File: config.mk
export PLATFORM = sky130hd
export DESIGN_NAME = sermul_host_flat
export DESIGN_NICKNAME = d
export VERILOG_FILES = /design/src/rtl/sermul_pkg.sv /design/src/rtl/sermul_host_if.sv /design/src/rtl/sermul_deser.sv /design/src/rtl/sermul_host.sv /design/src/flat_wrapper.sv
export SDC_FILE = /design/constraint.sdc
export NUM_CORES = 1
export LEC_CHECK = 0
export ABC_AREA = 1
export ABC_CLOCK_PERIOD_IN_PS = 1960
export BUFFER_PORTS_ARGS = -buffer_cell sky130_fd_sc_hd__buf_2
export CORE_MARGIN = 1.5
export CORE_UTILIZATION = 29
export CTS_BUF_LIST = sky130_fd_sc_hd__clkbuf_8
export CTS_CLUSTER_DIAMETER = 100
export DETAILED_ROUTE_END_ITERATION = 8
export SYNTH_ARGS = -nofsm -noshare
export SYNTH_HDL_FRONTEND = slang
export SYNTH_SLANG_ARGS = --single-unit
File: constraint.sdc
create_clock -name clk_i -period 1.96 [get_ports clk_i]
set_input_delay 0.392 -clock clk_i [delete_from_list [all_inputs] [get_ports clk_i]]
set_output_delay 0.392 -clock clk_i [all_outputs]
set_load 0.1 [all_outputs]
File: src/rtl/sermul_pkg.sv
// sermul_pkg: shared widths, FSM state type and slot-counter type for the
// sermul_host front end and its capture sub-module.
//   OPW     operand width (bits per serial operand)
//   RESW    product width (bits collected from the serial output)
//   LAT_MAX largest supported multiplier latency
//   CNT_W   slot-counter width, wide enough for slot LAT_MAX+RESW-1
package sermul_pkg;

  localparam int OPW     = 4;
  localparam int RESW    = 8;
  localparam int LAT_MAX = 7;
  localparam int CNT_W   = $clog2(LAT_MAX + RESW);

  typedef enum logic [1:0] {
    IDLE,
    BUSY,
    DONE
  } state_e;

  typedef logic [CNT_W-1:0] slot_t;

endpackage

File: src/rtl/sermul_host_if.sv
// sermul_host_if: bundles the parallel operand/product handshakes and the
// serial multiplier pins of sermul_host.
//   slave  modport: used by sermul_host (accepts operands, drives A/B/SYNC,
//                   reads O, returns the product)
//   master modport: used by the bus master / test environment
// Signals: in_valid/in_ready/opa/opb, a/b/sync/o, out_valid/out_ready/res/err.
interface sermul_host_if;
  import sermul_pkg::*;

  logic            in_valid;
  logic            in_ready;
  logic [OPW-1:0]  opa;
  logic [OPW-1:0]  opb;
  logic            a;
  logic            b;
  logic            sync;
  logic            o;
  logic            out_valid;
  logic            out_ready;
  logic [RESW-1:0] res;
  logic            err;

  modport slave (
    input  in_valid, opa, opb, o, out_ready,
    output in_ready, a, b, sync, out_valid, res, err
  );

  modport master (
    output in_valid, opa, opb, o, out_ready,
    input  in_ready, a, b, sync, out_valid, res, err
  );

endinterface

File: src/rtl/sermul_deser.sv
// sermul_deser: product capture register. While the host is busy and the
// current slot lies in [LAT, LAT+RESW-1], the serial bit is shifted in at the
// MSB, so the bit captured in slot LAT+k ends up in data_o[k].
// Ports:
//   clk_i   clock, rising edge
//   rst_i   synchronous active-high reset (clears the captured product)
//   busy_i  host is serializing a frame
//   slot_i  current frame slot
//   bit_i   serial product bit O
//   data_o  captured product
module sermul_deser
  import sermul_pkg::*;
#(
  parameter int LAT = 2
) (
  input  logic            clk_i,
  input  logic            rst_i,
  input  logic            busy_i,
  input  slot_t           slot_i,
  input  logic            bit_i,
  output logic [RESW-1:0] data_o
);

  logic [RESW-1:0] data_q;
  logic [RESW-1:0] data_d;
  logic            in_win;

  // Compared as int so LAT=0 does not collapse into a constant-true compare.
  assign in_win = (int'(slot_i) >= LAT) && (int'(slot_i) < LAT + RESW);

  always_comb begin
    data_d = data_q;
    if (busy_i && in_win) begin
      data_d = {bit_i, data_q[RESW-1:1]};
    end
  end

  // NOTE: the product register is plain flops, not a memory, so it takes
  // the synchronous reset like every other piece of state.
  always_ff @(posedge clk_i) begin
    if (rst_i) begin
      data_q <= '0;
    end else begin
      data_q <= data_d;
    end
  end

  assign data_o = data_q;

endmodule

File: src/rtl/sermul_host.sv
// sermul_host: host-side front end for the 4-bit bit-serial multiplier.
// Accepts an operand pair on in_valid/in_ready, drives them LSB-first on A/B
// with SYNC marking slot 0, collects the serial product from O after LAT
// slots and returns it on out_valid/out_ready. One operation in flight.
// Ports:
//   clk_i  clock, rising edge
//   rst_i  synchronous active-high reset (also resets the multiplier)
//   bus    sermul_host_if.slave (operand, serial and product signals)
// Parameter LAT (0..7): slots between a product bit's frame slot and O.
// Optional feature: define SERMUL_HOST_CHECK_EN to compare the collected
// product against a parallel reference and flag a mismatch on err.
module sermul_host
  import sermul_pkg::*;
#(
  parameter int LAT = 2
) (
  input  logic               clk_i,
  input  logic               rst_i,
  sermul_host_if.slave       bus
);

  localparam int    N    = LAT + RESW;
  localparam slot_t LAST = slot_t'(N - 1);

  state_e         state_q, state_d;
  slot_t          slot_q, slot_d;
  logic [OPW-1:0] opa_sh_q, opa_sh_d;
  logic [OPW-1:0] opb_sh_q, opb_sh_d;
  logic           a_q, a_d;
  logic           b_q, b_d;
  logic           sync_q, sync_d;

  // Operands are kept as right-shifting registers: bit 0 feeds the next slot
  // and zeros fill in, so A/B fall to 0 from slot OPW onwards by themselves.
  // NOTE: every _d gets its default before the case, so no path can leave a
  // variable unassigned and infer a latch.
  always_comb begin
    state_d  = state_q;
    slot_d   = slot_q;
    opa_sh_d = opa_sh_q;
    opb_sh_d = opb_sh_q;
    a_d      = 1'b0;
    b_d      = 1'b0;
    sync_d   = 1'b0;
    case (state_q)
      IDLE: begin
        if (bus.in_valid) begin
          state_d  = BUSY;
          slot_d   = '0;
          a_d      = bus.opa[0];
          b_d      = bus.opb[0];
          sync_d   = 1'b1;
          opa_sh_d = bus.opa >> 1;
          opb_sh_d = bus.opb >> 1;
        end
      end
      BUSY: begin
        if (slot_q == LAST) begin
          state_d = DONE;
          slot_d  = '0;
        end else begin
          slot_d   = slot_q + 1'b1;
          a_d      = opa_sh_q[0];
          b_d      = opb_sh_q[0];
          opa_sh_d = opa_sh_q >> 1;
          opb_sh_d = opb_sh_q >> 1;
        end
      end
      DONE: begin
        if (bus.out_ready) begin
          state_d = IDLE;
        end
      end
      default: state_d = IDLE;
    endcase
  end

  // NOTE: clocked state uses non-blocking assignments so every register
  // samples the pre-edge values, independent of statement order.
  always_ff @(posedge clk_i) begin
    if (rst_i) begin
      state_q  <= IDLE;
      slot_q   <= '0;
      opa_sh_q <= '0;
      opb_sh_q <= '0;
      a_q      <= 1'b0;
      b_q      <= 1'b0;
      sync_q   <= 1'b0;
    end else begin
      state_q  <= state_d;
      slot_q   <= slot_d;
      opa_sh_q <= opa_sh_d;
      opb_sh_q <= opb_sh_d;
      a_q      <= a_d;
      b_q      <= b_d;
      sync_q   <= sync_d;
    end
  end

  sermul_deser #(.LAT(LAT)) u_deser (
    .clk_i  (clk_i),
    .rst_i  (rst_i),
    .busy_i (state_q == BUSY),
    .slot_i (slot_q),
    .bit_i  (bus.o),
    .data_o (bus.res)
  );

  assign bus.in_ready  = (state_q == IDLE);
  assign bus.out_valid = (state_q == DONE);
  assign bus.a         = a_q;
  assign bus.b         = b_q;
  assign bus.sync      = sync_q;

`ifdef SERMUL_HOST_CHECK_EN
  logic [RESW-1:0] ref_q, ref_d;

  always_comb begin
    ref_d = ref_q;
    if (bus.in_valid && state_q == IDLE) begin
      ref_d = RESW'(bus.opa) * RESW'(bus.opb);
    end
  end

  always_ff @(posedge clk_i) begin
    if (rst_i) begin
      ref_q <= '0;
    end else begin
      ref_q <= ref_d;
    end
  end

  // The product register is frozen in DONE, so the compare is stable there.
  assign bus.err = (state_q == DONE) && (bus.res != ref_q);
`else
  assign bus.err = 1'b0;
`endif

endmodule

File: src/flat_wrapper.sv
// flat-port wrapper written by rule: the top's interface ports become plain ports
module sermul_host_flat import sermul_pkg::*;
#(
  parameter int LAT = 2
)
  (clk_i, rst_i, bus_in_valid, bus_opa, bus_opb, bus_o, bus_out_ready, bus_in_ready, bus_a, bus_b, bus_sync, bus_out_valid, bus_res, bus_err);
  sermul_host_if bus_i ();
  input  logic clk_i;
  input  logic rst_i;
  input wire logic [$bits(bus_i.in_valid)-1:0] bus_in_valid;
  input wire logic [$bits(bus_i.opa)-1:0] bus_opa;
  input wire logic [$bits(bus_i.opb)-1:0] bus_opb;
  input wire logic [$bits(bus_i.o)-1:0] bus_o;
  input wire logic [$bits(bus_i.out_ready)-1:0] bus_out_ready;
  output wire logic [$bits(bus_i.in_ready)-1:0] bus_in_ready;
  output wire logic [$bits(bus_i.a)-1:0] bus_a;
  output wire logic [$bits(bus_i.b)-1:0] bus_b;
  output wire logic [$bits(bus_i.sync)-1:0] bus_sync;
  output wire logic [$bits(bus_i.out_valid)-1:0] bus_out_valid;
  output wire logic [$bits(bus_i.res)-1:0] bus_res;
  output wire logic [$bits(bus_i.err)-1:0] bus_err;
  assign bus_i.in_valid = bus_in_valid;
  assign bus_i.opa = bus_opa;
  assign bus_i.opb = bus_opb;
  assign bus_i.o = bus_o;
  assign bus_i.out_ready = bus_out_ready;
  assign bus_in_ready = bus_i.in_ready;
  assign bus_a = bus_i.a;
  assign bus_b = bus_i.b;
  assign bus_sync = bus_i.sync;
  assign bus_out_valid = bus_i.out_valid;
  assign bus_res = bus_i.res;
  assign bus_err = bus_i.err;
  sermul_host #(.LAT(LAT)) u_core (.clk_i(clk_i), .rst_i(rst_i), .bus(bus_i));
endmodule
==> out/summary.json, run 1 <==
{
  "status": "finished clean",
  "tritoncts_num_sinks": 23,
  "ys.flop_type": "sky130_fd_sc_hd__dfxtp_1",
  "antenna_cells": 0,
  "worst-path-max-fanout": 4,
  "starting_density_pct": 30.9,
  "period_needed_ns": 1.67,
  "final_clock_period_utilization_by_the_worst_path_pct": 85.4,
  "synth.yosys.warnings": 0,
  "async_flop_share_pct": 0,
  "dpl_worst_slack_ns": 0.490,
  "die_h_um": 63.1,
  "min_delay_path_depth": 3,
  "critPathMaxStageDelay_ns": 0.42,
  "cts_made_buffers": 3,
  "synth_enable_flop_cells": 0,
  "rsz0062_at_grt": "no",
  "drv_cap": 0,
  "postRouteAntennaNets": 0,
  "final_report_max_slew_violation_count": 0,
  "insertion_delay_ns": 0.26,
  "cts.htree.levels": 1,
  "cts_post_setup_buffers_inserted": 0,
  "timing.critical_path.required_ns": 1.57,
  "synth_area_leaders": "sky130_fd_sc_hd__dfxtp_1 (44%), sky130_fd_sc_hd__nand2_1 (16%), sky130_fd_sc_hd__nor2_1 (12%)",
  "synth_top_area_share_pct": 44.0,
  "number_of_antenna_violations_at_the_first_check_in_global_routing": 0,
  "post_layout_nonfiller_instances": 227,
  "route.vias.total": 950,
  "timing.critical_path.from_type": "flip-flop",
  "synth.cell_area_um2": 1050,
  "first_global_vias": 872,
  "vdd_ir_drop_max_uv": 377,
  "io_buffer_count": 25,
  "timing_worst_setup_path_type": "reg2out",
  "totalPowerFinal_uw": 953,
  "critical_path_arrival_ns": 1.28,
  "commonest_non_fill_non_tap_cell_in_the_layout": "sky130_fd_sc_hd__nand2_1",
  "design.core.area_um2": 3390,
  "report.final.setup_viol": 0,
  "highest_attainable_clock_frequency_ghz": 0.597,
  "leading_cell_types_in_the_layout_fill_and_taps_excluded": "sky130_fd_sc_hd__nand2_1 (44), sky130_fd_sc_hd__nor2_1 (31), sky130_fd_sc_hd__buf_2 (25)",
  "post_drt_via_cell_ratio": 4.19,
  "drc_errors": 0,
  "place_area_um2": 1210,
  "drive_above_1_share_pct": 19.3,
  "finish.net_count": 197,
  "fin_setup_tns_ns": 0,
  "r2r.worst_path.cells": 8,
  "post-route-worst-setup-slack_ns": 0.286,
  "cts_buffer_depth": 2,
  "die_w_um": 63.1,
  "post_cts_resize_count": 0,
  "postCtsHoldBufs": 0,
  "syn_nets": 171,
  "total_leakage_power_nw": 0.675,
  "multi_input_area_um2": 480,
  "route.detailed.wl_per_inst_um": 8.80,
  "end_kind": "output port",
  "clk_pin_slew_ns": 0.08,
  "crit_path_max_delay_cell_type": "sky130_fd_sc_hd__buf_2",
  "syn_to_final_growth_pct": 19.6,
  "1st_pass_router_iterations": 4,
  "share_of_synthesized_area_occupied_by_flip_flops_and_latches_pct": 44.0,
  "drt_iter0_drc": 22,
  "routabilityCongestion": 0.734,
  "post-route-cell-area_um2": 1250,
  "cts.root.buffer_cell": "sky130_fd_sc_hd__clkbuf_8",
  "worst_hold_slack_across_all_endpoints_ns": 0.350,
  "die_area_um2": 3980,
  "timing.clock.skew_ns": 0.00378,
  "global_route.overflow_total": 0,
  "nFillCells": 378,
  "synth.ff_latch_count": 23,
  "syn_inst": 156,
  "synth.lib_cells_used.distinct": 22,
  "grt_pass1_wl_mm": 3.62,
  "final-seq-area_um2": 460,
  "crit_chain": "inv_1 > nor2_2 > buf_2",
  "floorplan.io_pins": 27,
  "overall_global_routing_usage_pct": 11.2,
  "clock_tree_from_tritoncts": "yes",
  "final-hold-violation-count": 0,
  "final_util_pct": 36.9,
  "dp.cells": 223,
  "rows": 21,
  "drt-total-wl_mm": 2.00,
  "hpwl_mm": 1.50,
  "power_density_nw_per_um2": 761,
  "hold_path.class": "in2reg",
  "yosys.area.top_type": "sky130_fd_sc_hd__dfxtp_1",
  "post_synth.cell_area_avg_um2": 6.71,
  "maximum_number_of_pins_on_one_net_before_global_route_repair": 17
}
-- routing by layer --
metal  vias up  global-route usage (%)  part of all wire [%]
li1        518                       -                     -
met1       417                    13.8                    47
met2        13                    19.4                    49
met3         2                    2.86                   3.0
met4         0                    2.50                  0.70
met5         -                       0                     0
-- worst paths after layout --
kind | from | to | slack (ns)
worst max-delay path | u_core.state_q[1]$_SDFFE_PP0P_ | bus_out_valid | 0.29
worst min-delay path | bus_opa[3] | u_core.opa_sh_q[2]$_SDFFE_PP0P_ | 0.35
worst max register to register | u_core.slot_q[1]$_SDFFE_PP0P_ | u_core.opb_sh_q[0]$_SDFFE_PP0P_ | 0.48
worst min register to register | u_core.opa_sh_q[0]$_SDFFE_PP0P_ | u_core.bus.a$_SDFF_PP0_ | 0.46
-- Yosys cell counts, types with 2 or more instances --
library cell	count
sky130_fd_sc_hd__inv_1	21
sky130_fd_sc_hd__nand3_1	5
sky130_fd_sc_hd__o21ai_0	7
sky130_fd_sc_hd__o21bai_1	2
sky130_fd_sc_hd__dfxtp_1	23
sky130_fd_sc_hd__a21oi_1	5
sky130_fd_sc_hd__nor2_1	33
sky130_fd_sc_hd__nand4_1	2
sky130_fd_sc_hd__nand2_1	44
sky130_fd_sc_hd__ha_1	2
-- logic make-up after synthesis --
kind of cell             count (synthesis)  share of synthesized area [%]
AND/OR/NAND/NOR                         90                           35.5
buffers and inverters                   26                           10.5
flip-flops                              23                           44.0
AO/OA/AOI/OAI                           14                           7.18
adder cells (fa/ha/maj)                  2                           2.39
other                                    1                          0.359
-- worst max-delay path: cells and delay by family, from the launching register on --
kind | cells | cell delay [ns]
simple gates | 1 | 0.08
flops | 1 | 0.41
buf+inv | 2 | 0.53
-- flip-flops by register name, summed over array words and instances, names as in the netlist --
| register | flops |
|---|---|
| u_core.state_q | 2 |
| u_core.bus.sync | 1 |
| u_core.bus.b | 1 |
| u_core.slot_q | 4 |
| u_core.u_deser.data_o | 8 |
| u_core.bus.a | 1 |
| u_core.opb_sh_q | 3 |
| u_core.opa_sh_q | 3 |
-- power breakdown --
group          leakage (nW)  internal [mW]  switching [mW]
clock network        0.0269          0.140           0.142
logic                 0.460         0.0401           0.128
registers             0.188          0.489          0.0145
total                 0.675          0.669           0.284
-- layout make-up --
| class | count | share of cell area [%] |
|---|---|---|
| inverters | 22 | 6.60 |
| clock buffers | 3 | 3.30 |
| repair buffers | 25 | 10.0 |
| well taps | 46 | 4.60 |
| multi-input cells | 107 | 38.4 |
| flip-flops and latches | 23 | 36.8 |
| clock inverters | 1 | 0.300 |
No activity file was read; power rests on OpenSTA's default activity.
==> inputs of run 2 (changes only) <==
--- a/config.mk
+++ b/config.mk
@@ -8,11 +8,14 @@
 export ABC_AREA = 1
 export ABC_CLOCK_PERIOD_IN_PS = 1960
 export BUFFER_PORTS_ARGS = -buffer_cell sky130_fd_sc_hd__buf_2
+export CELL_PAD_IN_SITES_DETAIL_PLACEMENT = 2
+export CELL_PAD_IN_SITES_GLOBAL_PLACEMENT = 2
 export CORE_MARGIN = 1.5
 export CORE_UTILIZATION = 29
-export CTS_BUF_LIST = sky130_fd_sc_hd__clkbuf_8
+export CTS_BUF_LIST = sky130_fd_sc_hd__clkbuf_16
 export CTS_CLUSTER_DIAMETER = 100
 export DETAILED_ROUTE_END_ITERATION = 8
+export PLACE_DENSITY_LB_ADDON = 0.1
 export SYNTH_ARGS = -nofsm -noshare
 export SYNTH_HDL_FRONTEND = slang
 export SYNTH_SLANG_ARGS = --single-unit
==> run 2 against run 1 <==
Net effect:
- final area increased by 2.8%
- critical path depth unchanged
- clock skew about the same
- first-iteration DRC count decreased by 50%
- largest cell class unchanged
==> out/summary.json, run 2 (synthesized netlist as in run 1, its figures left out) <==
{
  "status": "finished clean",
  "cts_post_setup_buffers_inserted": {"value": 0, "change": "unchanged"},
  "cts_made_buffers": {"value": 3, "change": "unchanged"},
  "rows": {"value": 21, "change": "unchanged"},
  "leading_cell_types_in_the_layout_fill_and_taps_excluded": "sky130_fd_sc_hd__nand2_1 (44), sky130_fd_sc_hd__nor2_1 (31), sky130_fd_sc_hd__buf_2 (25)",
  "die_h": {"value": 63.1, "unit": "um", "change": "unchanged"},
  "insertion_delay": {"value": 0.26, "unit": "ns", "change": "about the same"},
  "r2r.worst_path.cells": {"value": 8, "change": "unchanged"},
  "antenna_cells": {"value": 0, "change": "unchanged"},
  "tritoncts_num_sinks": {"value": 23, "change": "unchanged"},
  "post_drt_via_cell_ratio": {"value": 4.50, "change": "+7.5%"},
  "finish.net_count": {"value": 197, "change": "unchanged"},
  "drt_iter0_drc": {"value": 11, "change": "-50%"},
  "drive_above_1_share": {"value": 19.9, "unit": "%", "change": "+0.55 points"},
  "routabilityCongestion": {"value": 0.757, "change": "+3.1%"},
  "design.core.area": {"value": 3390, "unit": "um2", "change": "unchanged"},
  "report.final.setup_viol": {"value": 0, "change": "unchanged"},
  "grt_pass1_wl": {"value": 4.88, "unit": "mm", "change": "+35%"},
  "timing.critical_path.from_type": "flip-flop",
  "io_buffer_count": {"value": 25, "change": "unchanged"},
  "period_needed": {"value": 1.73, "unit": "ns", "change": "+0.0576 ns"},
  "number_of_antenna_violations_at_the_first_check_in_global_routing": {"value": 0, "change": "unchanged"},
  "starting_density": {"value": 30.9, "unit": "%", "change": "unchanged"},
  "final-hold-violation-count": {"value": 0, "change": "unchanged"},
  "timing_worst_setup_path_type": "reg2out",
  "overall_global_routing_usage": {"value": 15.7, "unit": "%", "change": "+4.5 points"},
  "clk_pin_slew": {"value": 0.06, "unit": "ns", "change": "-0.02 ns"},
  "place_area": {"value": 1210, "unit": "um2", "change": "unchanged"},
  "min_delay_path_depth": {"value": 3, "change": "unchanged"},
  "hold_path.class": "in2reg",
  "dpl_worst_slack": {"value": 0.445, "unit": "ns", "change": "-0.0449 ns"},
  "worst_hold_slack_across_all_endpoints": {"value": 0.347, "unit": "ns", "change": "-0.00353 ns"},
  "cts.root.buffer_cell": "sky130_fd_sc_hd__clkbuf_16",
  "cts.htree.levels": {"value": 1, "change": "unchanged"},
  "1st_pass_router_iterations": {"value": 4, "change": "unchanged"},
  "final_util": {"value": 37.9, "unit": "%", "change": "+1.0 points"},
  "highest_attainable_clock_frequency": {"value": 0.578, "unit": "GHz", "change": "-3.3%"},
  "fin_setup_tns": {"value": 0, "unit": "ns", "change": "unchanged"},
  "route.detailed.wl_per_inst": {"value": 12.2, "unit": "um", "change": "+39%"},
  "total_leakage_power": {"value": 0.689, "unit": "nW", "change": "+2.1%"},
  "drv_cap": {"value": 0, "change": "unchanged"},
  "timing.critical_path.required": {"value": 1.57, "unit": "ns", "change": "about the same"},
  "global_route.overflow_total": {"value": 0, "change": "unchanged"},
  "postCtsHoldBufs": {"value": 0, "change": "unchanged"},
  "timing_worst_slew_pin_value_ns": 0.555,
  "drc_errors": {"value": 0, "change": "unchanged"},
  "cts_buffer_depth": {"value": 2, "change": "unchanged"},
  "commonest_non_fill_non_tap_cell_in_the_layout": "sky130_fd_sc_hd__nand2_1",
  "post_cts_resize_count": {"value": 0, "change": "unchanged"},
  "maximum_number_of_pins_on_one_net_before_global_route_repair": {"value": 17, "change": "unchanged"},
  "drt-total-wl": {"value": 2.77, "unit": "mm", "change": "+39%"},
  "largest_register_ffs": {"value": 8, "change": "unchanged"},
  "timing.slew.headroom_pct": 62.6,
  "final_clock_period_utilization_by_the_worst_path": {"value": 88.3, "unit": "%", "change": "+2.9 points"},
  "die_w": {"value": 63.1, "unit": "um", "change": "unchanged"},
  "hpwl": {"value": 2.18, "unit": "mm", "change": "+45%"},
  "timing.clock.skew": {"value": 0.00397, "unit": "ns", "change": "+0.000192 ns"},
  "rsz0062_at_grt": "no",
  "route.vias.total": {"value": 1021, "change": "+7.5%"},
  "post-route-worst-setup-slack": {"value": 0.229, "unit": "ns", "change": "-0.0576 ns"},
  "power_density": {"value": 873, "unit": "nW/um2", "change": "+15%"},
  "syn_to_final_growth_pct": 23.0,
  "first_global_vias": {"value": 1114, "change": "+28%"},
  "end_kind": "output port",
  "final_report_max_slew_violation_count": {"value": 0, "change": "unchanged"},
  "floorplan.io_pins": {"value": 27, "change": "unchanged"},
  "worst-path-max-fanout": {"value": 4, "change": "unchanged"},
  "post-route-cell-area": {"value": 1290, "unit": "um2", "change": "+2.8%"},
  "postRouteAntennaNets": {"value": 0, "change": "unchanged"},
  "critical_path_arrival": {"value": 1.34, "unit": "ns", "change": "+0.06 ns"},
  "clock_tree_from_tritoncts": "yes",
  "vdd_ir_drop_max": {"value": 311, "unit": "uV", "change": "-18%"},
  "die_area": {"value": 3980, "unit": "um2", "change": "unchanged"}
}
run 2: routing by layer:
metal / share of wire (%) / vias to the layer above / track usage, %
li1: - / 519 / -
met3: 3.5 / 4 / 2.86
met5: 0 / - / 0
met1: 43 / 481 / 17.2
met4: 1.5 / 0 / 6.67
met2: 52 / 17 / 29.3
run 2: report_power, final:
group / internal (mW) / switching (mW) / total [mW]
Sequential: 0.490 / 0.0152 / 0.505
Combinational: 0.0403 / 0.134 / 0.174
Clock: 0.274 / 0.169 / 0.444
Total: 0.805 / 0.318 / 1.12
run 2: path summary, 6_finish.rpt:
kind / to / start / slack [ns]
max: bus_out_valid / u_core.state_q[1]$_SDFFE_PP0P_ / 0.23
min reg2reg: u_core.opb_sh_q[2]$_SDFFE_PP0P_ / u_core.opb_sh_q[2]$_SDFFE_PP0P_ / 0.48
max reg2reg: u_core.opb_sh_q[0]$_SDFFE_PP0P_ / u_core.slot_q[1]$_SDFFE_PP0P_ / 0.46
min: u_core.opb_sh_q[2]$_SDFFE_PP0P_ / bus_opb[3] / 0.35
run 2: cell type report:
type                    instances  area (um2)
clock buffers                   3        75.1
clock inverters                 1        5.00
fillers                       415        2100
inverters                      22        82.6
multi-input cells             107         480
flip-flops and latches         23         460
well taps                      46        57.6
repair buffers                 25         125
run 2: through the flow:
step	cells	total power, mW
2_1_floorplan	156	0.648
3_3_place_gp	223	0.686
3_5_place_dp	223	0.692
4_1_cts	227	1.14
5_1_grt	227	1.19
6_report	227	1.12
run 2: worst max-delay path: stages, from the launching register on:
cell and delay, ns:
sky130_fd_sc_hd__dfxtp_1 0.43, sky130_fd_sc_hd__inv_1 0.13, sky130_fd_sc_hd__nor2_2 0.09, sky130_fd_sc_hd__buf_2 0.42
==> inputs of run 3 (changes only) <==
--- a/config.mk
+++ b/config.mk
@@ -7,7 +7,6 @@
 export LEC_CHECK = 0
 export ABC_AREA = 1
 export ABC_CLOCK_PERIOD_IN_PS = 1960
-export BUFFER_PORTS_ARGS = -buffer_cell sky130_fd_sc_hd__buf_2
 export CELL_PAD_IN_SITES_DETAIL_PLACEMENT = 2
 export CELL_PAD_IN_SITES_GLOBAL_PLACEMENT = 2
 export CORE_MARGIN = 1.5
@@ -15,6 +14,7 @@
 export CTS_BUF_LIST = sky130_fd_sc_hd__clkbuf_16
 export CTS_CLUSTER_DIAMETER = 100
 export DETAILED_ROUTE_END_ITERATION = 8
+export DONT_BUFFER_PORTS = 1
 export PLACE_DENSITY_LB_ADDON = 0.1
 export SYNTH_ARGS = -nofsm -noshare
 export SYNTH_HDL_FRONTEND = slang
==> run 3 against run 2 <==
Net effect:
- fmax up 11%
- sequential cell count stayed put
- clock power barely moved
- first-iteration DRC count rose by 100%
- critical path type unchanged
- critical endpoint unchanged
- largest cell class unchanged
- largest power group unchanged
- highest routed layer unchanged
==> out/summary.json, run 3 (synthesized netlist as in run 1, its figures left out) <==
{
  "period_needed": {"value": 1.55, "unit": "ns", "change": "-0.177 ns"},
  "status": "finished clean",
  "r2r.worst_path.cells": {"value": 8, "change": "unchanged"},
  "first_global_vias": {"value": 1120, "change": "+0.54%"},
  "cts.htree.levels": {"value": 1, "change": "unchanged"},
  "grt_pass1_wl": {"value": 4.86, "unit": "mm", "change": "-0.29%"},
  "cts_buffer_depth": {"value": 2, "change": "unchanged"},
  "timing.critical_path.required": {"value": 1.57, "unit": "ns", "change": "about the same"},
  "io_buffer_count": {"value": 0, "change": "-100%"},
  "finish.net_count": {"value": 185, "change": "-6.1%"},
  "cts.root.buffer_cell": "sky130_fd_sc_hd__clkbuf_16",
  "global_route.overflow_total": {"value": 0, "change": "unchanged"},
  "report.final.setup_viol": {"value": 0, "change": "unchanged"},
  "design.core.area": {"value": 3390, "unit": "um2", "change": "unchanged"},
  "drv_cap": {"value": 0, "change": "unchanged"},
  "timing.reg2reg.setup_slack": {"value": 0.45, "unit": "ns", "change": "about the same"},
  "rsz0062_at_grt": "no",
  "routabilityCongestion": {"value": 0.756, "change": "-0.11%"},
  "route.detailed.wl_per_inst": {"value": 13.2, "unit": "um", "change": "+8.0%"},
  "timing_worst_setup_path_type": "reg2out",
  "crit_path_max_delay_cell_type": "sky130_fd_sc_hd__dfxtp_1",
  "commonest_non_fill_non_tap_cell_in_the_layout": "sky130_fd_sc_hd__nand2_1",
  "rows": {"value": 21, "change": "unchanged"},
  "final-hold-violation-count": {"value": 0, "change": "unchanged"},
  "crit_chain": "inv_1 > nor2_2 > buf_4",
  "final_clock_period_utilization_by_the_worst_path": {"value": 79.3, "unit": "%", "change": "-9.0 points"},
  "timing.slew.headroom": {"value": 67.2, "unit": "%", "change": "+4.6 points"},
  "largest_register_ffs": {"value": 8, "change": "unchanged"},
  "end_kind": "output port",
  "highest_attainable_clock_frequency": {"value": 0.643, "unit": "GHz", "change": "+11%"},
  "insertion_delay": {"value": 0.26, "unit": "ns", "change": "about the same"},
  "timing.clock.skew": {"value": 0.00277, "unit": "ns", "change": "-0.00120 ns"},
  "postRouteAntennaNets": {"value": 0, "change": "unchanged"},
  "vdd_ir_drop_max": {"value": 355, "unit": "uV", "change": "+14%"},
  "postCtsHoldBufs": {"value": 0, "change": "unchanged"},
  "total_switching_power": {"value": 316, "unit": "uW", "change": "-0.54%"},
  "drc_errors": {"value": 0, "change": "unchanged"},
  "1st_pass_router_iterations": {"value": 4, "change": "unchanged"},
  "timing.critical_path.from": "u_core.state_q[1]$_SDFFE_PP0P_",
  "starting_density": {"value": 30.9, "unit": "%", "change": "unchanged"},
  "clk_pin_slew": {"value": 0.06, "unit": "ns", "change": "about the same"},
  "cts_post_setup_buffers_inserted": {"value": 0, "change": "unchanged"},
  "syn_to_final_growth_pct": 20.3,
  "floorplan.io_pins": {"value": 27, "change": "unchanged"},
  "clock_tree_from_tritoncts": "yes",
  "power_density": {"value": 888, "unit": "nW/um2", "change": "+1.8%"},
  "route.vias.total": {"value": 980, "change": "-4.0%"},
  "timing_worst_slew_pin_value": {"value": 0.487, "unit": "ns", "change": "-0.0684 ns"},
  "total_internal_power": {"value": 802, "unit": "uW", "change": "-0.38%"},
  "post_drt_via_cell_ratio": {"value": 4.56, "change": "+1.3%"},
  "cts_made_buffers": {"value": 3, "change": "unchanged"},
  "leading_cell_types_in_the_layout_fill_and_taps_excluded": "sky130_fd_sc_hd__nand2_1 (44), sky130_fd_sc_hd__nor2_1 (31), sky130_fd_sc_hd__dfxtp_1 (23)",
  "fin_setup_tns": {"value": 0, "unit": "ns", "change": "unchanged"},
  "p_sw_share": {"value": 28.3, "unit": "%", "change": "-0.032 points"},
  "clock_power_share": {"value": 40.0, "unit": "%", "change": "+0.5 points"},
  "r2r_end": "u_core.opa_sh_q[1]$_SDFFE_PP0P_",
  "endpoint": "bus_out_valid",
  "worst-path-stages": {"value": 3, "change": "unchanged"},
  "die_w": {"value": 63.1, "unit": "um", "change": "unchanged"},
  "post_cts_resize_count": {"value": 0, "change": "unchanged"},
  "die_h": {"value": 63.1, "unit": "um", "change": "unchanged"},
  "hold_path.class": "in2reg",
  "tritoncts_num_sinks": {"value": 23, "change": "unchanged"},
  "final_report_max_slew_violation_count": {"value": 0, "change": "unchanged"},
  "die_area": {"value": 3980, "unit": "um2", "change": "unchanged"},
  "comb_pwr_share": {"value": 14.8, "unit": "%", "change": "-0.7 points"},
  "number_of_antenna_violations_at_the_first_check_in_global_routing": {"value": 0, "change": "unchanged"},
  "timing.critical_path.from_type": "flip-flop",
  "rr_startpoint": "u_core.slot_q[1]$_SDFFE_PP0P_",
  "antenna_cells": {"value": 0, "change": "unchanged"},
  "maximum_number_of_pins_on_one_net_before_global_route_repair": {"value": 17, "change": "unchanged"},
  "hpwl": {"value": 2.17, "unit": "mm", "change": "-0.28%"},
  "share_seq_of_total_power": {"value": 45.2, "unit": "%", "change": "+0.2 points"},
  "total_leakage_power": {"value": 0.642, "unit": "nW", "change": "-6.8%"},
  "critPathTopFamily": "flip-flops",
  "overall_global_routing_usage": {"value": 15.4, "unit": "%", "change": "-0.28 points"},
  "drt_iter0_drc": {"value": 22, "change": "+11"},
  "drive_above_1_share": {"value": 14.2, "unit": "%", "change": "-5.7 points"},
  "worstPathBufferInverterCount": {"value": 2, "change": "unchanged"},
  "drt-total-wl": {"value": 2.84, "unit": "mm", "change": "+2.3%"},
  "worst-path-max-fanout": {"value": 4, "change": "unchanged"},
  "critPathMaxStageDelay": {"value": 0.41, "unit": "ns", "change": "-0.02 ns"},
  "critical_path_arrival": {"value": 1.16, "unit": "ns", "change": "-0.18 ns"},
  "totalPowerFinal": {"value": 1.12, "unit": "mW", "change": "-0.42%"}
}
## run 3: changes by cell type in the layout (fill, tap and decap cells not counted)
| cell | change |
|---|---|
| sky130_fd_sc_hd__buf_2 | -25 |
| sky130_fd_sc_hd__buf_4 | +13 |
## run 3: per-stage QoR
| step | utilization [%] | std cells | hold WS, ns | setup slack [ns] | cell area, um2 |
|---|---|---|---|---|---|
| after global placement | 34.8 | 211 | 0.461 | 0.571 | 1180 |
| after detailed placement | 34.8 | 211 | 0.465 | 0.440 | 1180 |
| final | 37.1 | 215 | 0.195 | 0.406 | 1260 |
| after CTS | 37.1 | 215 | 0.191 | 0.393 | 1260 |
| after global routing | 37.1 | 215 | 0.189 | 0.234 | 1260 |
| after floorplan | - | 156 | 0.439 | 0.0229 | 1050 |
## run 3: worst min path at each step
| stage | start | end | slack [ns] | cells after the start |
|---|---|---|---|---|
| 2_1_floorplan | u_core.opa_sh_q[0]$_SDFFE_PP0P_ | u_core.bus.a$_SDFF_PP0_ | 0.44 | 2 |
| 3_3_place_gp | u_core.opb_sh_q[0]$_SDFFE_PP0P_ | u_core.bus.b$_SDFF_PP0_ | 0.46 | 2 |
| 3_5_place_dp | rst_i | u_core.bus.a$_SDFF_PP0_ | 0.47 | 1 |
| 4_1_cts | rst_i | u_core.bus.b$_SDFF_PP0_ | 0.19 | 1 |
| 5_1_grt | rst_i | u_core.slot_q[3]$_SDFFE_PP0P_ | 0.19 | 1 |
| 6_report | rst_i | u_core.bus.b$_SDFF_PP0_ | 0.19 | 1 |
## run 3: cell type report
| cell class | count | area [um2] |
|---|---|---|
| flip-flops and latches | 23 | 460 |
| well taps | 46 | 57.6 |
| clock inverters | 1 | 5.00 |
| clock buffers | 3 | 75.1 |
| multi-input cells | 107 | 480 |
| fillers | 419 | 2130 |
| inverters | 22 | 82.6 |
| repair buffers | 13 | 97.6 |
## run 3: routing by layer
layer	vias to the layer above	global-route usage (%)	share of wire, %
met2	16	29.4	53
met1	468	16.6	41
met3	3	3.39	4.2
met5	-	0	0
met4	0	5.00	1.2
li1	493	-	-
## run 3: power groups by stage
stage | clock, mW | combinational (mW) | sequential (mW)
2_1_floorplan | 0 | 0.0913 | 0.557
3_3_place_gp | 0 | 0.163 | 0.513
3_5_place_dp | 0 | 0.168 | 0.515
4_1_cts | 0.465 | 0.169 | 0.505
5_1_grt | 0.480 | 0.183 | 0.507
6_report | 0.447 | 0.166 | 0.505
